### src/rtl/merge_c2h_pkg.sv
// Shared definitions for the C2H merge block: FSM encoding and the column
// header layout (the H2C partitioner uses the same header format).
package merge_c2h_pkg;

    // Merge sequencer states.
    typedef enum logic [2:0] {
        ST_IDLE      = 3'd0,
        ST_SEL       = 3'd1,
        ST_COL_HDR   = 3'd2,
        ST_COL_DATA  = 3'd3,
        ST_WAIT_LAST = 3'd4,
        ST_DONE      = 3'd5
    } merge_state_e;

    // Column header word: the data-beat count sits in the low bits.
    localparam int COL_HDR_LEN_LSB = 0;
    localparam int COL_HDR_LEN_W   = 16;

    // Beat count still owed after one more data beat is forwarded.
    function automatic logic [COL_HDR_LEN_W-1:0] cnt_after_beat(
        input logic [COL_HDR_LEN_W-1:0] cnt
    );
        return cnt - COL_HDR_LEN_W'(1);
    endfunction

endpackage

### src/rtl/merge_c2h_if.sv
// AXI4-Stream bundle for the XDMA C2H direction.
interface merge_c2h_if #(
    parameter int DATA_WIDTH      = 128,
    parameter int BYTE_BIT_ENABLE = DATA_WIDTH / 8
);
    logic [DATA_WIDTH-1:0]      tdata;
    logic [BYTE_BIT_ENABLE-1:0] tkeep;
    logic                       tlast;
    logic                       tvalid;
    logic                       tready;

    modport master (
        output tdata,
        output tkeep,
        output tlast,
        output tvalid,
        input  tready
    );

    modport slave (
        input  tdata,
        input  tkeep,
        input  tlast,
        input  tvalid,
        output tready
    );
endinterface

### src/rtl/merge_c2h_out_reg.sv
// Single-stage AXIS output register for the C2H merge. A new beat may be
// loaded when the register is empty or its current beat is being taken this
// cycle; otherwise the held beat stays stable until the sink accepts it.
module c2h_out_reg #(
    parameter int DATA_WIDTH      = 128,
    parameter int BYTE_BIT_ENABLE = DATA_WIDTH / 8
) (
    input  logic                  clk_i,
    input  logic                  rst_ni,
    input  logic                  load_i,
    input  logic [DATA_WIDTH-1:0] data_i,
    input  logic                  last_i,
    output logic                  can_load_o,
    output logic                  last_xfer_o,
    merge_c2h_if.master           axis
);

    logic                  valid_q;
    logic                  last_q;
    logic [DATA_WIDTH-1:0] data_q;

    // Output beat register: load a new beat, drain on acceptance, else hold.
    always_ff @(posedge clk_i or negedge rst_ni) begin
        if (!rst_ni) begin
            valid_q <= 1'b0;
            last_q  <= 1'b0;
            data_q  <= '0;
        end else if (load_i) begin
            valid_q <= 1'b1;
            last_q  <= last_i;
            data_q  <= data_i;
        end else if (axis.tready) begin
            valid_q <= 1'b0;
        end else begin
            valid_q <= valid_q;
        end
    end

    assign axis.tdata  = data_q;
    assign axis.tlast  = last_q;
    assign axis.tvalid = valid_q;
    assign axis.tkeep  = {BYTE_BIT_ENABLE{1'b1}};

    // Room for a new beat: register empty, or the held beat leaves this cycle.
    assign can_load_o  = !valid_q || axis.tready;
    // Final beat of the merge is being accepted this cycle.
    assign last_xfer_o = valid_q && axis.tready && last_q;

endmodule

### src/rtl/merge_c2h.sv
// C2H merge: drains enabled per-column result FIFOs in ascending column
// order onto the C2H stream. Each column sends its header beat (carrying the
// data-beat count N) then N data beats; tlast flags the final beat overall.
module merge_c2h
    import merge_c2h_pkg::*;
#(
    parameter int DATA_WIDTH      = 128,
    parameter int BYTE_BIT_ENABLE = DATA_WIDTH / 8,
    parameter int COL_MAX_SIZE    = 4
) (
    input  logic                               user_clk,
    input  logic                               user_rst,
    input  logic                               start,
    input  logic [COL_MAX_SIZE-1:0]            col_enable,
    input  logic [COL_MAX_SIZE*DATA_WIDTH-1:0] result_fifo_dout,
    input  logic [COL_MAX_SIZE-1:0]            result_fifo_empty,
    output logic [COL_MAX_SIZE-1:0]            result_fifo_rd_en,
    merge_c2h_if.master                        m_axis_c2h,
    output logic                               busy,
    output logic                               merge_done
);

    localparam int COL_W = (COL_MAX_SIZE > 1) ? $clog2(COL_MAX_SIZE) : 1;
    localparam logic [COL_MAX_SIZE-1:0] COL_ONE = COL_MAX_SIZE'(1);

    merge_state_e               state_q;
    logic [COL_MAX_SIZE-1:0]    pend_q;
    logic [COL_W-1:0]           col_q;
    logic [COL_HDR_LEN_W-1:0]   cnt_q;
    logic                       busy_q;
    logic                       done_q;

    logic [COL_W-1:0]           low_idx_s;
    logic [DATA_WIDTH-1:0]      sel_dout_s;
    logic                       sel_empty_s;
    logic [COL_HDR_LEN_W-1:0]   hdr_len_s;
    logic                       last_col_s;
    logic                       fetch_ok_s;
    logic                       beat_last_s;
    logic                       load_s;
    logic                       can_load_s;
    logic                       last_xfer_s;

    // Lowest pending column: scan downwards so the lowest set bit wins.
    always_comb begin
        low_idx_s = '0;
        for (int i = COL_MAX_SIZE - 1; i >= 0; i--) begin
            if (pend_q[i]) begin
                low_idx_s = COL_W'(i);
            end else begin
                low_idx_s = low_idx_s;
            end
        end
    end

    assign sel_dout_s = result_fifo_dout[int'(col_q) * DATA_WIDTH +: DATA_WIDTH];

    // Fetch/load decision for the current column and the tlast flag of the beat.
    always_comb begin
        sel_empty_s       = result_fifo_empty[col_q];
        hdr_len_s         = sel_dout_s[COL_HDR_LEN_LSB +: COL_HDR_LEN_W];
        last_col_s        = (pend_q == '0);
        fetch_ok_s        = 1'b0;
        beat_last_s       = 1'b0;
        case (state_q)
            ST_COL_HDR: begin
                fetch_ok_s  = !sel_empty_s;
                beat_last_s = last_col_s && (hdr_len_s == '0);
            end
            ST_COL_DATA: begin
                fetch_ok_s  = !sel_empty_s;
                beat_last_s = last_col_s && (cnt_q == COL_HDR_LEN_W'(1));
            end
            default: begin
                fetch_ok_s  = 1'b0;
                beat_last_s = 1'b0;
            end
        endcase
        load_s = can_load_s && fetch_ok_s;
        if (load_s) begin
            result_fifo_rd_en = COL_ONE << col_q;
        end else begin
            result_fifo_rd_en = '0;
        end
    end

    // Merge sequencer: column selection, header/data counting, completion pulse.
    always_ff @(posedge user_clk or negedge user_rst) begin
        if (!user_rst) begin
            state_q <= ST_IDLE;
            pend_q  <= '0;
            col_q   <= '0;
            cnt_q   <= '0;
            busy_q  <= 1'b0;
            done_q  <= 1'b0;
        end else begin
            done_q <= 1'b0;
            case (state_q)
                ST_IDLE: begin
                    if (start) begin
                        pend_q  <= col_enable;
                        busy_q  <= 1'b1;
                        state_q <= (col_enable != '0) ? ST_SEL : ST_DONE;
                    end
                end
                ST_SEL: begin
                    col_q   <= low_idx_s;
                    pend_q  <= pend_q & ~(COL_ONE << low_idx_s);
                    state_q <= ST_COL_HDR;
                end
                ST_COL_HDR: begin
                    if (load_s) begin
                        cnt_q <= hdr_len_s;
                        if (hdr_len_s == '0) begin
                            state_q <= last_col_s ? ST_WAIT_LAST : ST_SEL;
                        end else begin
                            state_q <= ST_COL_DATA;
                        end
                    end
                end
                ST_COL_DATA: begin
                    if (load_s) begin
                        cnt_q <= cnt_after_beat(cnt_q);
                        if (cnt_q == COL_HDR_LEN_W'(1)) begin
                            state_q <= last_col_s ? ST_WAIT_LAST : ST_SEL;
                        end
                    end
                end
                ST_WAIT_LAST: begin
                    if (last_xfer_s) begin
                        state_q <= ST_DONE;
                    end
                end
                ST_DONE: begin
                    done_q  <= 1'b1;
                    busy_q  <= 1'b0;
                    state_q <= ST_IDLE;
                end
                default: begin
                    busy_q  <= 1'b0;
                    state_q <= ST_IDLE;
                end
            endcase
        end
    end

    assign busy       = busy_q;
    assign merge_done = done_q;

    c2h_out_reg #(
        .DATA_WIDTH      (DATA_WIDTH),
        .BYTE_BIT_ENABLE (BYTE_BIT_ENABLE)
    ) u_out_reg (
        .clk_i       (user_clk),
        .rst_ni      (user_rst),
        .load_i      (load_s),
        .data_i      (sel_dout_s),
        .last_i      (beat_last_s),
        .can_load_o  (can_load_s),
        .last_xfer_o (last_xfer_s),
        .axis        (m_axis_c2h)
    );

endmodule
### src/flat_wrapper.sv
// flat-port wrapper written by rule: the top's interface ports become plain ports
module merge_c2h_flat import merge_c2h_pkg::*;
#(
    parameter int DATA_WIDTH      = 128,
    parameter int BYTE_BIT_ENABLE = DATA_WIDTH / 8,
    parameter int COL_MAX_SIZE    = 4
)
  (user_clk, user_rst, start, col_enable, result_fifo_dout, result_fifo_empty, result_fifo_rd_en, busy, merge_done, m_axis_c2h_tdata, m_axis_c2h_tkeep, m_axis_c2h_tlast, m_axis_c2h_tvalid, m_axis_c2h_tready);
  merge_c2h_if #(.DATA_WIDTH(DATA_WIDTH), .BYTE_BIT_ENABLE(BYTE_BIT_ENABLE)) m_axis_c2h_i ();
  input  logic user_clk;
  input  logic user_rst;
  input  logic start;
  input  logic [COL_MAX_SIZE-1:0] col_enable;
  input  logic [COL_MAX_SIZE*DATA_WIDTH-1:0] result_fifo_dout;
  input  logic [COL_MAX_SIZE-1:0] result_fifo_empty;
  output logic [COL_MAX_SIZE-1:0] result_fifo_rd_en;
  output logic busy;
  output logic merge_done;
  output wire logic [$bits(m_axis_c2h_i.tdata)-1:0] m_axis_c2h_tdata;
  output wire logic [$bits(m_axis_c2h_i.tkeep)-1:0] m_axis_c2h_tkeep;
  output wire logic [$bits(m_axis_c2h_i.tlast)-1:0] m_axis_c2h_tlast;
  output wire logic [$bits(m_axis_c2h_i.tvalid)-1:0] m_axis_c2h_tvalid;
  input wire logic [$bits(m_axis_c2h_i.tready)-1:0] m_axis_c2h_tready;
  assign m_axis_c2h_tdata = m_axis_c2h_i.tdata;
  assign m_axis_c2h_tkeep = m_axis_c2h_i.tkeep;
  assign m_axis_c2h_tlast = m_axis_c2h_i.tlast;
  assign m_axis_c2h_tvalid = m_axis_c2h_i.tvalid;
  assign m_axis_c2h_i.tready = m_axis_c2h_tready;
  merge_c2h #(.DATA_WIDTH(DATA_WIDTH), .BYTE_BIT_ENABLE(BYTE_BIT_ENABLE), .COL_MAX_SIZE(COL_MAX_SIZE)) u_core (.user_clk(user_clk), .user_rst(user_rst), .start(start), .col_enable(col_enable), .result_fifo_dout(result_fifo_dout), .result_fifo_empty(result_fifo_empty), .result_fifo_rd_en(result_fifo_rd_en), .m_axis_c2h(m_axis_c2h_i), .busy(busy), .merge_done(merge_done));
endmodule
### config.mk
export PLATFORM = sky130hd
export DESIGN_NAME = merge_c2h_flat
export DESIGN_NICKNAME = d
export VERILOG_FILES = /design/src/rtl/merge_c2h_pkg.sv /design/src/rtl/merge_c2h_if.sv /design/src/rtl/merge_c2h_out_reg.sv /design/src/rtl/merge_c2h.sv /design/src/flat_wrapper.sv
export SDC_FILE = /design/constraint.sdc
export NUM_CORES = 1
export LEC_CHECK = 0
export ABC_AREA = 1
export CAP_MARGIN = 20
export CORE_AREA = 2 2 263 265
export DETAILED_ROUTE_END_ITERATION = 8
export DIE_AREA = 0 0 265 267
export GPL_TIMING_DRIVEN = 0
export SLEW_MARGIN = 5
export SYNTH_ARGS = -nofsm -noshare
export SYNTH_HDL_FRONTEND = slang
export SYNTH_SLANG_ARGS = --single-unit
export TNS_END_PERCENT = 1
### constraint.sdc
create_clock -name user_clk -period 1.55 [get_ports user_clk]
set_input_delay 0.2325 -clock user_clk [delete_from_list [all_inputs] [get_ports user_clk]]
set_output_delay 0.2325 -clock user_clk [all_outputs]
set_load 0.05 [all_outputs]
==> results of run 1 <==
state kept, by name (all words and copies together), names as in the netlist:
| name | count |
|---|---|
| u_core.state_q | 3 |
| u_core.busy | 1 |
| u_core.col_q | 2 |
| u_core.u_out_reg.axis.tdata | 128 |
| u_core.merge_done | 1 |
| u_core.u_out_reg.axis.tvalid | 1 |
| u_core.u_out_reg.axis.tlast | 1 |
| u_core.cnt_q | 16 |
| u_core.pend_q | 4 |
layout make-up:
cell class	instances	area, um^2	area share, %
Timing Repair Buffer	679	6780	37.0
Multi-Input combinational cell	953	4960	27.1
Sequential cell	157	3930	21.5
Tap cell	882	1100	6.03
Buffer	110	754	4.12
Clock buffer	18	439	2.40
Clock inverter	14	176	0.963
Inverter	39	165	0.902
Antenna cell	3	7.51	0.0410
report_power, final:
part           total (W)  internal (W)  switching, W
combinational     0.0228       0.00732        0.0155
clock            0.00472       0.00248       0.00224
sequential       0.00749       0.00615       0.00135
total             0.0350        0.0160        0.0190
routing by layer:
| layer | GRT usage [%] | share of wire, % |
|---|---|---|
| met2 | 28.7 | 46 |
| met1 | 21.9 | 41 |
| met4 | 7.33 | 3.4 |
| met3 | 5.55 | 8.8 |
| met5 | 0 | 0.14 |
kinds of logic after synthesis:
logic type,synth area share (%)
other,0.0399
and+or+nand+nor,26.5
adders and majority gates,0.266
buffers and inverters,7.62
xor gates and xnor gates,0.466
AOI/OAI and AO/OA,23.2
DFF,41.8
stage by stage:
step                      util, %  std cells
after global routing         26.9       2855
after detailed placement     25.4       2801
final                        26.9       2855
after CTS                    26.9       2852
after floorplan                 -       1259
after global placement       25.3       2800
path summary, 6_finish.rpt:
| kind | from | end | slack, ns | depth (start not counted) |
|---|---|---|---|---|
| min in group user_clk | result_fifo_dout[432] | u_core.u_out_reg.axis.tdata[48] | 0.32 | 3 |
| worst min-delay path | user_rst | u_core.u_out_reg.axis.tdata[35] | 0.27 | 2 |
| worst max register to register | u_core.state_q[2] | u_core.u_out_reg.axis.tdata[115] | -0.63 | 8 |
| worst min register to register | u_core.u_out_reg.axis.tdata[11] | u_core.u_out_reg.axis.tdata[11] | 0.48 | 2 |
| max in group asynchronous | user_rst | u_core.u_out_reg.axis.tdata[89] | 0.33 | 3 |
| worst max-delay path | u_core.state_q[2] | result_fifo_rd_en[1] | -0.78 | 8 |
critical path, delay by kind of cell (launching register included):
kind          cells  cell delay [ns]
buf+inv           3             0.46
flops             1             0.48
simple gates      5             0.63
cells in the final DEF (no fill, tap or decap), types with 5 or more instances in the layout:
cell type          n
clkbuf_1          11
a22oi_1          112
clkdlybuf4s15_2   92
nand2_1          426
a21oi_1           13
nand3_1           28
buf_4             45
xor2_1             5
nand2_2            6
clkbuf_16         17
buf_2             43
nor2_4             8
a41oi_1          112
clkbuf_8           5
nor2_2             6
inv_6              6
clkdlybuf4s18_2    8
clkbuf_2          31
conb_1            16
nor2_1           148
inv_1             34
o21ai_1            6
clkdlybuf4s50_1  522
o21ai_0           32
buf_6             13
clkbuf_4          11
dfrtp_1          156
what timing repair did:
action,CTS,global route
buffers inserted,18,0
resized for setup,575,43
pin swaps,8,0
hold buffers,1,0
hold endpoints to repair,62,0
gates cloned,0,0
endpoints found under the setup margin,286,173
==> impl_metrics.yaml, run 1 <==
status:
  status: "complete, but fails checks"
  violations: "negative setup slack"
final_layout:
  area_growth_pct: 95.0
  num-fill-cells: 7466
  nNetsFinal: 2483
  drive_gt1_share_pct: 16.4
  fin_area_um2: 18300
logic_synthesis:
  seq_area_frac_synth_pct: 41.8
  synth_seq_cells: 157
  syn_inst: 1244
  synth_area_per_cell_um2: 7.55
  synthTopCellsByCount: "nand2_1 (435), dfrtp_1 (157), nor2_1 (157)"
  synth_edf_count: 0
  yosys_warnings: 0
  syn_area_um2: 9390
  async_flop_share_pct: 100
  yosysTopAreaCell: "dfrtp_1"
  synth_top_area_share_pct: 41.8
  synth_most_common_cell: "nand2_1"
  synth_cell_types: 36
  synth_flop_cell: "dfrtp_1"
  synth.area.top_cells: "dfrtp_1 (42%), nand2_1 (17%), a41oi_1 (10%), a22oi_1 (9.0%), nor2_1 (6.3%)"
critical_path:
  crit_type: "reg2out"
  max_stage_delay_ns: 0.48
  critPathCaptureType: "primary output"
  slowest_stage: "dfrtp_2"
  cp.required_ns: 1.32
  worstPathCellList: "nor2_4 > nand2_2 > nor2_4 > nand2_4 > buf_6 > buf_12 > nor3_4 > buf_6"
  start_kind: "register"
  cp.arrival_ns: 2.10
  cp_max_fo: 7
timing:
  hold_viol: 0
  fin_tns_setup_ns: -75.13
  worst_slew_pin_slew_ns: 0.637
  fin_crit_sh_pct: 150
  skew_ns: 0.0138
  timing.final.crit_period_ns: 2.33
  clock.fmax_mhz: 430
  rsz0062_at_grt: "true"
  setup_viol: 153
  setup_slack_ns: -0.778
  whs_ns: 0.274
  maxSlewHeadroom_pct: 57.5
  slew_viol_final: 0
detailed_routing:
  wl_um: 64600
  drt_first_pass_iters: 9
  drcViolationCount: 0
  antenna_left: 0
  wire_per_inst_um: 22.6
  num_vias: 12400
  first_iter_violations: 826
  drt-vias-per-instance: 4.35
grt:
  antenna_found_initial: 11
  grt_usage_pct: 17.8
  overflow: 0
  grt_pass1_wl_um: 88900
  grt_pass1_vias: 12400
  grt_max_degree: 96
floorplanning:
  io_pins: 676
  die_w_um: 265
  core_um2: 68000
  start_util_pct: 13.8
  die_area_um2: 70800
  dieHeight_um: 267
  fp-row-count: 96
clock_network:
  clock-sinks: 157
  cts-root-buf: "clkbuf_16"
  cts_buffer_depth: 2
  clkTransAtPathRegs_ns: 0.08
  htreeDepth: 4
  cts_inserted_buffers: 17
  cts_tree: "done"
  worst_skew_pair.late_latency_ns: 0.51
run:
  max-cap-violations: 0
power:
  powerDensity_nw_per_um2: 1910
  vdd_drop_max_mv: 1.31
  power_w: 0.0350
  p_leak_nw: 7.23
hold_path:
  min_path_type: "in2async"
placed_design:
  gp_congestion: 0.919
  place_ws_ns: -1.75
  placed_area_um2: 17300
  port_buffers: 659
  dp_hpwl_um: 51200
No activity file was read; power rests on OpenSTA's default activity.
==> run 2: changes to the inputs <==
CAP_MARGIN = default   (was 20)
GPL_TIMING_DRIVEN = default   (was 0)
==> impl_metrics.yaml, run 2 (synthesis gave the netlist of run 1 again) <==
clock_network:
  cts_tree: "done"
  cts_buffer_depth: 2
  clkTransAtPathRegs_ns: 0.07
  htreeDepth: 4
  cts_inserted_buffers: 17
  cts-root-buf: "clkbuf_16"
  clock-sinks: 157
  worst_skew_pair.late_latency_ns: 0.47
power:
  pwr-share-comb_pct: 66.1
  vdd_drop_max_mv: 0.955
  p_int_w: 0.0170
  switching_share_pct: 51.2
  power.switching_w: 0.0178
  p_seq_share_pct: 21.9
  p_leak_nw: 7.34
  powerDensity_nw_per_um2: 1890
  clkPwrFrac_pct: 12.0
status:
  violations: "negative setup slack"
  status: "complete, but fails checks"
timing:
  setup_viol: 153
  fin_tns_setup_ns: -59.13
  fin_crit_sh_pct: 143
  clock.fmax_mhz: 452
  skew_ns: 0.00859
  slew_viol_final: 0
  timing.final.crit_period_ns: 2.21
  rsz0062_at_grt: "true"
  setup_slack_ns: -0.662
  hold_viol: 0
placed_design:
  dp_hpwl_um: 43000
  placed_area_um2: 17600
  port_buffers: 659
  gp_congestion: 0.865
detailed_routing:
  first_iter_violations: 647
  drt_first_pass_iters: 5
  drt-vias-per-instance: 4.18
  num_vias: 11900
  wire_per_inst_um: 18.9
  wl_um: 54000
  antenna_left: 0
  drcViolationCount: 0
final_layout:
  nNetsFinal: 2477
  layout_common_cells: "clkdlybuf4s50_1 (522), nand2_1 (434), buf_4 (214), dfrtp_1 (155), nor2_1 (149)"
  drive_gt1_share_pct: 16.1
  fin_area_um2: 18300
  mostFrequentLayoutCell: "clkdlybuf4s50_1"
  area_growth_pct: 95.3
  largest_reg_flops: 128
grt:
  overflow: 0
  grt_pass1_wl_um: 77200
  grt_max_degree: 68
  antenna_found_initial: 10
  grt_usage_pct: 14.8
  grt_pass1_vias: 12200
critical_path:
  crit_type: "reg2out"
  cp_max_fo: 7
  start_kind: "register"
  cp.arrival_ns: 1.98
  max_stage_delay_ns: 0.50
  cp.required_ns: 1.32
  slowest_stage: "dfrtp_2"
  worstPathCellList: "inv_4 > nor2_4 > nand2_1 > nand3_1 > nor2_1 > buf_4 > nand2_8 > buf_12 > nor3_4 > buf_6"
  cp_top_family: "buffers and inverters"
  cp_num_buf_inv: 4
  critPathCaptureType: "primary output"
floorplanning:
  start_util_pct: 13.8
  fp-row-count: 96
  core_um2: 68000
  dieHeight_um: 267
  die_area_um2: 70800
  die_w_um: 265
  io_pins: 676
hold_path:
  min_path_type: "in2async"
run:
  max-cap-violations: 0
[run 2: metal layers]
| layer | vias to the layer above | part of all wire, % | GRT usage [%] |
|---|---|---|---|
| met2 | 522 | 49 | 25.5 |
| met5 | - | 0.096 | 0 |
| met3 | 69 | 8.9 | 5.87 |
| met4 | 8 | 2.5 | 5.02 |
| met1 | 5602 | 39 | 16.6 |
| li1 | 5709 | - | - |
[run 2: per-stage QoR]
| stage | util (%) | hold slack (ns) | cells | worst slack (ns) | total power [W] |
|---|---|---|---|---|---|
| after floorplan | - | -0.0631 | 1259 | -0.352 | 0.0206 |
| after global placement | 25.9 | 0.123 | 2809 | -0.657 | 0.0301 |
| after detailed placement | 25.9 | 0.121 | 2809 | -0.712 | 0.0302 |
| after CTS | 26.9 | 0.149 | 2845 | -0.729 | 0.0349 |
| after global routing | 27.0 | 0.175 | 2849 | -0.791 | 0.0369 |
| final | 27.0 | 0.200 | 2850 | -0.662 | 0.0347 |
[run 2: layout make-up]
cell class / instances / area (um^2)
inverters: 39 / 166
clock inverters: 10 / 93.8
multi-input cells: 953 / 4930
well taps: 882 / 1100
repair buffers: 783 / 7660
diodes: 5 / 12.5
clock buffers: 21 / 440
fillers: 7363 / 49600
flip-flops and latches: 157 / 3930
[run 2: power groups by stage]
stage | Combinational, W | Clock [W] | Sequential [W]
after floorplan | 0.00750 | 0 | 0.0131
after global placement | 0.0225 | 0 | 0.00761
after detailed placement | 0.0227 | 0 | 0.00757
after CTS | 0.0230 | 0.00434 | 0.00758
after global routing | 0.0246 | 0.00445 | 0.00785
final | 0.0230 | 0.00418 | 0.00760
[run 2: what timing repair did]
| item | 4_1_cts | 5_1_grt |
|---|---|---|
| resized for setup | 27 | 16 |
| endpoints found under the setup margin | 153 | 157 |
| setup buffers | 3 | 0 |
| gates cloned | 1 | 0 |
| hold endpoints to repair | 137 | 0 |
| hold buffers | 1 | 0 |
| pin swaps | 4 | 0 |
[run 2: final timing paths]
path	start	endpoint	slack, ns	depth (start not counted)
worst max-delay path	u_core.col_q[0]	result_fifo_rd_en[0]	-0.66	10
worst min-delay path	user_rst	u_core.u_out_reg.axis.tdata[37]	0.20	2
worst max register to register	u_core.col_q[0]	u_core.u_out_reg.axis.tdata[52]	-0.49	13
worst min register to register	u_core.u_out_reg.axis.tdata[15]	u_core.u_out_reg.axis.tdata[15]	0.49	2
max in group asynchronous	user_rst	u_core.u_out_reg.axis.tdata[20]	0.65	4
min in group user_clk	result_fifo_dout[486]	u_core.u_out_reg.axis.tdata[102]	0.34	3
